--- src/rtl/shift_sequencer_if.sv ---
// Request/response bus between the processor control FSM and the shift sequencer.
// The control FSM is the master; the sequencer is the slave.
interface shift_sequencer_if #(
  parameter int AMT_W = 3
);
  logic             start;
  logic [2:0]       op;
  logic [AMT_W-1:0] amount;
  logic [7:0]       data_in;
  logic             ready;
  logic             done;
  logic [7:0]       result;
  logic             carry;
  logic             zero;
  logic             err;

  modport master (
    output start, op, amount, data_in,
    input  ready, done, result, carry, zero, err
  );

  modport slave (
    input  start, op, amount, data_in,
    output ready, done, result, carry, zero, err
  );
endinterface

--- src/rtl/shift_sequencer.sv ---
// Multi-bit shift controller: steps the single-bit shift unit once per clock,
// feeding its output back into the working register until the amount is used up.
//
// state | meaning
// IDLE  | ready=1, waiting for a start strobe
// RUN   | one single-bit shift per edge, cnt counts down to 1
// DONE  | one-cycle done pulse, result/flags valid
module shift_sequencer #(
  parameter int AMT_W = 3
) (
  input  logic                clk,
  input  logic                rst_n,
  shift_sequencer_if.slave    req,
  output logic [2:0]          shift_ctrl,
  output logic [7:0]          shift_data,
  input  logic [7:0]          shift_out
);

  localparam logic [2:0] OP_ROL = 3'd0;
  localparam logic [2:0] OP_LSL = 3'd2;
  localparam logic [2:0] OP_LSR = 3'd4;

  typedef enum logic [1:0] {
    IDLE = 2'd0,
    RUN  = 2'd1,
    DONE = 2'd2
  } state_t;

  state_t           state, state_nx;
  logic [7:0]       work;
  logic [AMT_W-1:0] cnt;
  logic [2:0]       op_r;
  logic [7:0]       result_r;
  logic             carry_r;
  logic             zero_r;
  logic             err_r;

  logic accept;
  logic op_legal;
  logic amt_zero;
  logic last_step;
  logic out_bit;
  logic ready_c;
  logic done_c;

  assign accept    = (state == IDLE) && req.start;
  assign op_legal  = (req.op <= OP_LSR);
  assign amt_zero  = (req.amount == '0);
  assign last_step = (cnt == AMT_W'(1));
  // Left-moving ops lose the MSB, right-moving ops lose the LSB.
  assign out_bit   = ((op_r == OP_ROL) || (op_r == OP_LSL)) ? work[7] : work[0];

  always_ff @(posedge clk or negedge rst_n) begin
    if (!rst_n) state <= IDLE;
    else        state <= state_nx;
  end

  always_comb begin
    state_nx = state;
    ready_c  = 1'b0;
    done_c   = 1'b0;
    case (state)
      IDLE: begin
        ready_c = 1'b1;
        if (req.start) state_nx = (op_legal && !amt_zero) ? RUN : DONE;
      end
      RUN: begin
        if (last_step) state_nx = DONE;
      end
      DONE: begin
        done_c   = 1'b1;
        state_nx = IDLE;
      end
      default: state_nx = IDLE;
    endcase
  end

  always_ff @(posedge clk or negedge rst_n) begin
    if (!rst_n) begin
      work     <= 8'h00;
      cnt      <= '0;
      op_r     <= OP_ROL;
      result_r <= 8'h00;
      carry_r  <= 1'b0;
      zero_r   <= 1'b0;
      err_r    <= 1'b0;
    end else if (accept) begin
      work    <= req.data_in;
      carry_r <= 1'b0;
      if (op_legal) begin
        // op_r only ever takes legal codes; the shift unit stalls on 101-111.
        op_r  <= req.op;
        cnt   <= req.amount;
        err_r <= 1'b0;
      end else begin
        err_r <= 1'b1;
      end
      if (!op_legal || amt_zero) begin
        result_r <= req.data_in;
        zero_r   <= (req.data_in == 8'h00);
      end
    end else if (state == RUN) begin
      work    <= shift_out;
      cnt     <= cnt - AMT_W'(1);
      carry_r <= out_bit;
      if (last_step) begin
        result_r <= shift_out;
        zero_r   <= (shift_out == 8'h00);
      end
    end
  end

  assign shift_ctrl = op_r;
  assign shift_data = work;
  assign req.ready  = ready_c;
  assign req.done   = done_c;
  assign req.result = result_r;
  assign req.carry  = carry_r;
  assign req.zero   = zero_r;
  assign req.err    = err_r;

endmodule
--- src/flat_wrapper.sv ---
// flat-port wrapper written by rule: the top's interface ports become plain ports
module shift_sequencer_flat 
#(
  parameter int AMT_W = 3
)
  (clk, rst_n, shift_ctrl, shift_data, shift_out, req_start, req_op, req_amount, req_data_in, req_ready, req_done, req_result, req_carry, req_zero, req_err);
  shift_sequencer_if #(.AMT_W(AMT_W)) req_i ();
  input  logic clk;
  input  logic rst_n;
  output logic [2:0] shift_ctrl;
  output logic [7:0] shift_data;
  input  logic [7:0] shift_out;
  input wire logic [$bits(req_i.start)-1:0] req_start;
  input wire logic [$bits(req_i.op)-1:0] req_op;
  input wire logic [$bits(req_i.amount)-1:0] req_amount;
  input wire logic [$bits(req_i.data_in)-1:0] req_data_in;
  output wire logic [$bits(req_i.ready)-1:0] req_ready;
  output wire logic [$bits(req_i.done)-1:0] req_done;
  output wire logic [$bits(req_i.result)-1:0] req_result;
  output wire logic [$bits(req_i.carry)-1:0] req_carry;
  output wire logic [$bits(req_i.zero)-1:0] req_zero;
  output wire logic [$bits(req_i.err)-1:0] req_err;
  assign req_i.start = req_start;
  assign req_i.op = req_op;
  assign req_i.amount = req_amount;
  assign req_i.data_in = req_data_in;
  assign req_ready = req_i.ready;
  assign req_done = req_i.done;
  assign req_result = req_i.result;
  assign req_carry = req_i.carry;
  assign req_zero = req_i.zero;
  assign req_err = req_i.err;
  shift_sequencer #(.AMT_W(AMT_W)) u_core (.clk(clk), .rst_n(rst_n), .req(req_i), .shift_ctrl(shift_ctrl), .shift_data(shift_data), .shift_out(shift_out));
endmodule
--- config.mk ---
export PLATFORM = sky130hd
export DESIGN_NAME = shift_sequencer_flat
export DESIGN_NICKNAME = d
export VERILOG_FILES = /design/src/rtl/shift_sequencer_if.sv /design/src/rtl/shift_sequencer.sv /design/src/flat_wrapper.sv
export SDC_FILE = /design/constraint.sdc
export NUM_CORES = 1
export LEC_CHECK = 0
export CAP_MARGIN = 25
export CORE_AREA = 2 2 62 64
export DETAILED_ROUTE_END_ITERATION = 8
export DIE_AREA = 0 0 64 66
export PLACE_DENSITY = 0.73
export SLEW_MARGIN = 20
export SYNTH_ARGS = -nofsm -noshare
export SYNTH_HDL_FRONTEND = slang
export SYNTH_SLANG_ARGS = --single-unit
--- constraint.sdc ---
create_clock -name clk -period 1.7 [get_ports clk]
set_clock_uncertainty 0.2 [all_clocks]
set_input_delay 0.425 -clock clk [delete_from_list [all_inputs] [get_ports clk]]
set_output_delay 0.425 -clock clk [all_outputs]
set_load 0.01 [all_outputs]
==> results <==
## metrics by stage
stage / power [mW] / hold WS, ns / std cells
final: 3.76 / 0.223 / 266
after CTS: 3.55 / 0.246 / 260
after detailed placement: 3.10 / 0.278 / 245
after floorplan: 2.11 / -0.0706 / 133
after global routing: 3.99 / 0.226 / 266
after global placement: 3.03 / 0.261 / 245
## flip-flops by register name, summed over array words and instances, names as in the netlist
| signal | flops |
|---|---|
| u_core.req.result | 8 |
| u_core.shift_ctrl | 3 |
| u_core.cnt | 3 |
| u_core.req.carry | 1 |
| u_core.req.err | 1 |
| u_core.req.zero | 1 |
| u_core.state | 2 |
| u_core.shift_data | 8 |
## power by group
part,switching (mW),internal [mW]
registers,0.211,0.954
logic,0.996,1.29
clock network,0.213,0.0900
total,1.42,2.34
## path summary, 6_finish.rpt
check / start / cells past startpoint / endpoint
setup / recovery: u_core.cnt[1] / 7 / u_core.req.result[1]
min in group clk: u_core.req.err / 2 / u_core.req.err
max in group asynchronous: rst_n / 2 / u_core.req.result[4]
setup reg to reg: u_core.cnt[1] / 7 / u_core.req.result[1]
hold reg to reg: u_core.req.err / 2 / u_core.req.err
hold / removal: rst_n / 2 / u_core.cnt[1]
## metal layers
layer / vias up / track usage, %
met2: 43 / 39.1
met1: 641 / 24.3
met5: - / 0
met4: 0 / 7.88
met3: 10 / 2.90
li1: 632 / -
## placed cells by master, fill, tap and decap left out, types with 3 or more instances in the layout
cell and instances:
dlygate4sd2_1 12, nand2_1 26, buf_6 4, mux2i_1 9
buf_4 30, nand3_1 3, clkdlybuf4s15_1 12, clkbuf_4 3
dfrtp_1 25, nor4_1 4, a21oi_1 5, nor2_1 9
clkdlybuf4s50_1 21, o21ai_0 13, mux2_4 9
## final cells by class
class                      instances  area (sq um)  share of cell area [%]
clock buffer                       3          22.5                   0.972
tap                               48          60.1                    2.59
inverter                           3          11.3                   0.486
timing repair buffer              86           808                    34.9
clock inverter                     1          7.51                   0.324
multi-input combinational         98           729                    31.5
sequential                        27           678                    29.3
## cell families after synthesis
kind of cell,after synthesis
buffers and inverters,8
AO/OA/AOI/OAI,26
flip-flops,27
AND/OR/NAND/NOR,52
multiplexers,18
adder cells (fa/ha/maj),2
## repair_timing
action	4_1_cts	5_1_grt
pin swaps	2	2
hold buffers	0	0
gates cloned	1	0
resized for setup	54	26
setup buffers	10	6
setup endpoints to repair	38	30
==> flow_summary.ini <==
[run_status]
status = finished, violations left
violations = setup timing

[power_and_ir_drop]
cellPowerDensity_nw_per_um2 = 1620
p_leak_nw = 1.14
vdd_drop_max_v = 0.000682

[clock_network]
cts_tree = yes
clockBufferDepth = 2
cts_made_buffers = 3
clkTransAtPathRegs_ns = 0.17
clk-insertion-delay-late_ns = 0.34
cts.sinks = 27
htree_levels = 1
root_buffer = clkbuf_4

[yosys]
synthXorXnorAreaFrac_pct = 0
synth_enable_flop_cells = 0
synth-simple-area-share_pct = 18.2
synth_common_cells = 27 x dfrtp_1, 26 x nand2_1, 13 x o21ai_0, 11 x nor2_1
synth_largest_area_cell = dfrtp_1
syn_area_per_cell_sq_um = 10.1
synth_cell_types = 28
async_flop_share_pct = 100
synth_top_family_by_area = simple AND/OR/NAND/NOR gates
synth_top_cell_area_share_pct = 50.3
muxShareOfSynthArea_pct = 14.2
synth_area_sq_um = 1340
yosysWarnings = 0
synth_compound_area_share_pct = 11.5
yosysMostFrequentCell = dfrtp_1
synth-seq-cells = 27
synthCells = 133
yosys_most_used_dff = dfrtp_1
synth_area_leaders = dfrtp_1 50%, mux2_2 7.5%, nand2_1 7.3%, mux2i_1 6.7%, o21ai_0 4.8%
synth_adder_area_share_pct = 1.86
yosysSeqAreaShare_pct = 50.3
syn_nets = 160

[layout]
fillers = 264
final_area_sq_um = 2320
drive_gt1_share_pct = 32.1
final_util_pct = 65.3
syn2layout_area_growth_pct = 72.4
antenna_cells = 0
nets = 246

[die]
io_pins = 49
die_area_sq_um = 4220
die_y_microns = 66
start_util_pct = 37.8
die_x_microns = 64
fp.coreArea_sq_um = 3550
rows = 22

[drt]
first_pass_iters = 4
via_count = 1326
drc = 0
routed.top_layer = met4
wl_microns = 4220
drtIter0Drc = 56
wire_per_inst_microns = 15.8
routed_via_density = 4.98
wl_met1_microns = 1770
ant_nets = 0
route.met3.wl_microns = 149
met2_wirelength_microns = 2190

[setup_path]
r2r_slack_ns = -0.11
crit_buf_inv = 2
arrival_ns = 1.86
crit_path_top_delay_cell = dfrtp_1
cp-start-kind = register
worstSetupPathType = reg -> reg
path_cells = inv_2 -> ha_4 -> nor2b_4 -> nor2b_4 -> a21oi_4 -> clkbuf_16 -> mux2_4
slowest_delay_ns = 0.40
end_kind = register
worst-path-max-fanout = 5
critPathMostFrequentCell = nor2b_4
cpLargestDelayFamily = flip-flops
critPathRequiredTime_ns = 1.75

[grt]
grt_pass1_wl_microns = 6830
overflow = 0
antenna_found_initial = 0
grt_max_degree = 28
grt_pass1_vias = 1390
grt_usage_pct = 21.0

[sta]
hold_viol = 0
worst_slack_ns = -0.109
max_freq_ghz = 0.553
rsz0062_at_grt = true
max_slew_margin_pct = 78.2
tns_ns = -0.787
tightest_slew_ns = 0.323
period_share_pct = 106
period_needed_ns = 1.81
setup_viol = 10
slew_violations = 0

[placed_design]
dp_slack_ns = -0.566
post-dp-hpwl_microns = 2880
port_buffers = 48
placed_cell_area_sq_um = 2040
place_congestion = 0.853

[run]
drv_cap = 0

[hold_path]
hold_class = in -> async
No activity file was read; power rests on OpenSTA's default activity.
==> RTL change 1 (config.mk and constraints unchanged) <==
Make the reset (`rst_n`) synchronous in 2 clocked blocks.
--- a/src/rtl/shift_sequencer.sv
+++ b/src/rtl/shift_sequencer.sv
@@ -50,7 +50,7 @@
   // Left-moving ops lose the MSB, right-moving ops lose the LSB.
   assign out_bit   = ((op_r == OP_ROL) || (op_r == OP_LSL)) ? work[7] : work[0];
 
-  always_ff @(posedge clk or negedge rst_n) begin
+  always_ff @(posedge clk) begin
     if (!rst_n) state <= IDLE;
     else        state <= state_nx;
   end
@@ -75,7 +75,7 @@
     endcase
   end
 
-  always_ff @(posedge clk or negedge rst_n) begin
+  always_ff @(posedge clk) begin
     if (!rst_n) begin
       work     <= 8'h00;
       cnt      <= '0;
Check against the original RTL: differs if rst_n is asserted again (counterexample within 4 cycles, from zero or initial values and one cycle with rst_n low); with rst_n held inactive, the same outputs for 10 cycles.
==> RTL change 1 against the original RTL <==
Area after synthesis fell by 2.1%. Routed wire length fell by 10%. Worst setup slack improved by 0.14 ns. Sequential share of layout area fell by 3.0 points. Non-clock buffer count fell by 6. Design area fell by 8.4%. Sequential cell count did not move.
Power is not compared: it rests on default switching activity, and its combinational part moved more than twofold at a synthesized area within 25%.
==> RTL change 1: results (changes against the original RTL) <==
Place:
- The HPWL reported at the end of detailed placement is 2920 um (+1.3%).
- The placer congestion estimate is 0.854 (+0.13%).
- The total placed instance area is 0.00203 mm^2 (-0.61%).
- The post-place setup slack is -0.551 ns (+0.0149 ns).

STA:
- The worst-case hold slack is 0.269 ns (+0.0452 ns).
- The max-slew headroom at the worst pin came to 66.4% (-12 points).
- The achievable clock frequency is 600 MHz (+8.5%).

Global routing:
- The pin count of the biggest net entering global routing is 17 (-39%).
- The routing usage on met2 came to 32.2% (-6.9 points).
- The global-route wire length before repair is 6340 um (-7.2%).
- The aggregate global-route resource usage came to 18.8% (-2.2 points).
- The met1 capacity usage during global routing came to 24.4% (+0.13 points).
- The met3 layer usage reported by global route is 2.56% (-0.34 points).

Finish:
- The final net count is 254 (+3.3%).
- The layout filler cell count came to 316 (+20%).

Yosys:
- Among all flip-flop cells after synthesis, the most frequent one is dfxtp_1.
- The post-synthesis adder-cell area fraction is 1.90% (+0.041 points).
- The async set-or-reset flop fraction in the synthesized netlist is 0% (-100 points).
- The multiplexer area fraction after synthesis came to 5.52% (-8.7 points).
- The fraction of the yosys area taken by sequential cells is 41.1% (-9.2 points).
- The synthesized-area fraction occupied by ao, oa, aoi and oai cells came to 23.9% (+12 points).
- The synthesized netlist net count came to 177 (+11%).

Setup path:
- The arrival time at the worst endpoint is 1.73 ns (-0.13 ns).
- The reg-to-reg critical path endpoint is u_core.cnt[1]$_SDFFE_PN0P_.
- The slowest stage of the critical path belongs to the cell or3b_4.
- The worst register-to-register path begins at u_core.state[1]$_SDFFE_PN0P_.
- The slack of the worst reg-to-reg path is 0.03 ns (+0.14 ns).

Detailed routing:
- The wire length on met1 is 1730 um (-2.5%).
- The detail-routed via count per cell is 5.01 (+0.59%).
- The met2 wirelength from detailed routing was 1870 um (-15%).
- The count of routing violations after the opening detailed-route iteration was 62 (+11%).

CTS:
- The number of gates given a new drive strength after cts is 46 (-15%).
- The buffers inserted during post-CTS setup optimization is 2 (-8).
- The clock latency on the worst-skew pair is 0.32 ns (-0.02 ns).

Run status:
- The run finished with clean final reports.

Min path:
- The worst min-delay path class is reg2reg.
## RTL change 1: changes by cell type in the layout (fill, tap and decap cells not counted), moves of 4 or more
cell and change:
mux2_4 -7, dfxtp_2 +8, dfrtp_1 -25, clkdlybuf4s15_1 -12
o311a_1 +7, o21ai_0 -11, dfxtp_1 +17, a311oi_1 +6
o211ai_1 +8, dlygate4sd2_1 +13, mux2i_1 -4, nor2_1 +11
## RTL change 1: layout make-up
cell class	instances	area (um^2)	share of cell area, %
multi-input cells	112	763	35.9
repair buffers	80	703	33.1
flip-flops and latches	27	558	26.3
well taps	48	60.1	2.83
clock buffers	3	22.5	1.06
inverters	3	11.3	0.530
clock inverters	1	5.00	0.236
## RTL change 1: logic make-up after synthesis
group / count (synthesis)
AND/OR/NAND/NOR: 63
AO/OA/AOI/OAI: 39
flip-flops: 27
buffers and inverters: 12
multiplexers: 7
adder cells (fa/ha/maj): 2
## RTL change 1: where the power goes
part	internal (uW)	switching [uW]
clock network	87.9	193
logic	290	252
registers	700	41.1
total	1080	486
==> RTL change 2 (same flow settings) <==
Without the edit above. `AMT_W` is set to 3 in 3 places; all go to 4.
--- a/src/rtl/shift_sequencer_if.sv
+++ b/src/rtl/shift_sequencer_if.sv
@@ -1,7 +1,7 @@
 // Request/response bus between the processor control FSM and the shift sequencer.
 // The control FSM is the master; the sequencer is the slave.
 interface shift_sequencer_if #(
-  parameter int AMT_W = 3
+  parameter int AMT_W = 4
 );
   logic             start;
   logic [2:0]       op;
--- a/src/rtl/shift_sequencer.sv
+++ b/src/rtl/shift_sequencer.sv
@@ -6,7 +6,7 @@
 // RUN   | one single-bit shift per edge, cnt counts down to 1
 // DONE  | one-cycle done pulse, result/flags valid
 module shift_sequencer #(
-  parameter int AMT_W = 3
+  parameter int AMT_W = 4
 ) (
   input  logic                clk,
   input  logic                rst_n,
--- a/src/flat_wrapper.sv
+++ b/src/flat_wrapper.sv
@@ -1,7 +1,7 @@
 // flat-port wrapper written by rule: the top's interface ports become plain ports
 module shift_sequencer_flat 
 #(
-  parameter int AMT_W = 3
+  parameter int AMT_W = 4
 )
   (clk, rst_n, shift_ctrl, shift_data, shift_out, req_start, req_op, req_amount, req_data_in, req_ready, req_done, req_result, req_carry, req_zero, req_err);
   shift_sequencer_if #(.AMT_W(AMT_W)) req_i ();
Interface: changed (resized req_amount); port bits go from 49 to 50. The function was not compared with the original's and may differ.
==> RTL change 2 against the original RTL <==
The run still ends with setup timing left. Synthesized cell count is 3.8% higher. Largest power group unchanged. Area after synthesis is 7.1% higher. Worst setup slack worse by 0.064 ns. Sequential cell count is 1 higher. Die area stayed put. First-iteration DRC count is 120% higher. Design area is 9.1% higher. Total power is 7.9% higher. Clock power is 7.3% higher. Routed wire length is 15% higher. Largest cell class unchanged.
==> RTL change 2: results (changes against the original RTL) <==
STA:
- The count of endpoints failing setup in the final report was 20 (+10).
- The slew of the pin with the lowest slew margin is 0.428 ns (+0.105 ns).
- The worst-case hold slack was 0.236 ns (+0.0131 ns).
- The accumulated negative setup slack is -2.12 ns (-1.34 ns).
- The worst path setup slack after routing is -0.174 ns (-0.0645 ns).

Power and ir drop:
- The worst supply voltage drop on vdd is 0.847 mV (+24%).
- The switching component of the power came to 1550 uW (+9.5%).
- The static leakage came to 0.00122 uW (+7.3%).
- The power density relative to cell area was 1600 mW/mm^2 (-1.1%).

Place:
- The HPWL reported at the end of detailed placement is 2800 um (-2.7%).
- The port buffer count is 49 (+2.1%).
- The placed instance count was 253 (+3.3%).
- The post-place setup slack is -0.628 ns (-0.0623 ns).
- The total placed instance area was 0.00215 mm^2 (+5.3%).
- The placer congestion estimate is 0.742 (-13%).

Run status:
- The checks that failed: setup timing.
- The flow ran to the end, but the final reports show violations.

Setup path:
- Among all stages on the critical path, the largest delay is contributed by dfrtp_2.
- The most critical setup path has its startpoint at u_core.state[0]$_DFFE_PN0P_.
- The logic depth of the worst register-to-register path is 6 (-1).
- The arrival time at the worst endpoint is 1.90 ns (+0.04 ns).
- The stage delay of the slowest cell on the critical path is 0.46 ns (+0.06 ns).

CTS:
- The clock slew at the register clock pins of the worst setup and hold paths is 0.15 ns (-0.02 ns).

Global routing:
- The met1 capacity usage during global routing is 25.1% (+0.84 points).
- The met3 layer usage reported by global route is 3.24% (+0.34 points).
- The via count of the first global-routing pass is 1,455 (+4.7%).
- The pin count of the biggest net entering global routing was 29 (+3.6%).

Yosys:
- The async set-or-reset flop fraction in the synthesized netlist was 100% (unchanged).
- The average instance area after synthesis was 10.4 um^2 (+3.2%).
- In the synthesized netlist, the cells that appear most often are nand2_1 (29), dfrtp_1 (28), o21ai_0 (14), nor2_1 (10), mux2i_1 (9).

Detailed routing:
- The wire length on met1 was 2000 um (+13%).
- The detail-routed via count per cell is 5.19 (+4.2%).
- The sum of met3 wire segment lengths after detailed routing is 241 um (+62%).
- The count of routing violations after the opening detailed-route iteration is 123 (+120%).
- The met2 wirelength from detailed routing is 2550 um (+17%).
- The final wirelength is 4850 um (+15%).
- The final routed wire length divided by cell count is 17.5 um (+10%).

Finish:
- The layout filler cell count was 224 (-15%).
- The share of layout cells above drive strength 1 is 40.9% (+8.8 points).
- The final net count was 259 (+5.3%).
- Relative to the synthesized area, the layout overhead comes to 75.7%.
RTL change 2: cell type report:
| class | instances | share of cell area (%) |
|---|---|---|
| Timing Repair Buffer | 93 | 34.6 |
| Multi-Input combinational cell | 103 | 33.5 |
| Sequential cell | 28 | 27.8 |
| Clock buffer | 4 | 1.43 |
| Tap cell | 48 | 2.38 |
| Inverter | 2 | 0.297 |
RTL change 2: cells by family (layout without fill, tap and decap cells):
kind of cell    after synthesis  in the layout  synth area share (%)
mux                          20             20                  15.7
compound gates               26             27                  12.3
simple gates                 54             54                  17.7
flops                        28             28                  48.7
buf+inv                       8             99                  4.00
fa+ha+maj                     2              2                  1.74
RTL change 2: critical path, delay by kind of cell (launching register included):
family	cells	cell delay, ns
buf+inv	2	0.30
flops	1	0.46
mux	1	0.25
simple gates	3	0.56
RTL change 2: timing repair:
action | CTS | global route
setup endpoints to repair | 41 | 36
buffers inserted | 16 | 5
cloned | 1 | 1
resized for setup | 55 | 44
pin swaps | 1 | 15
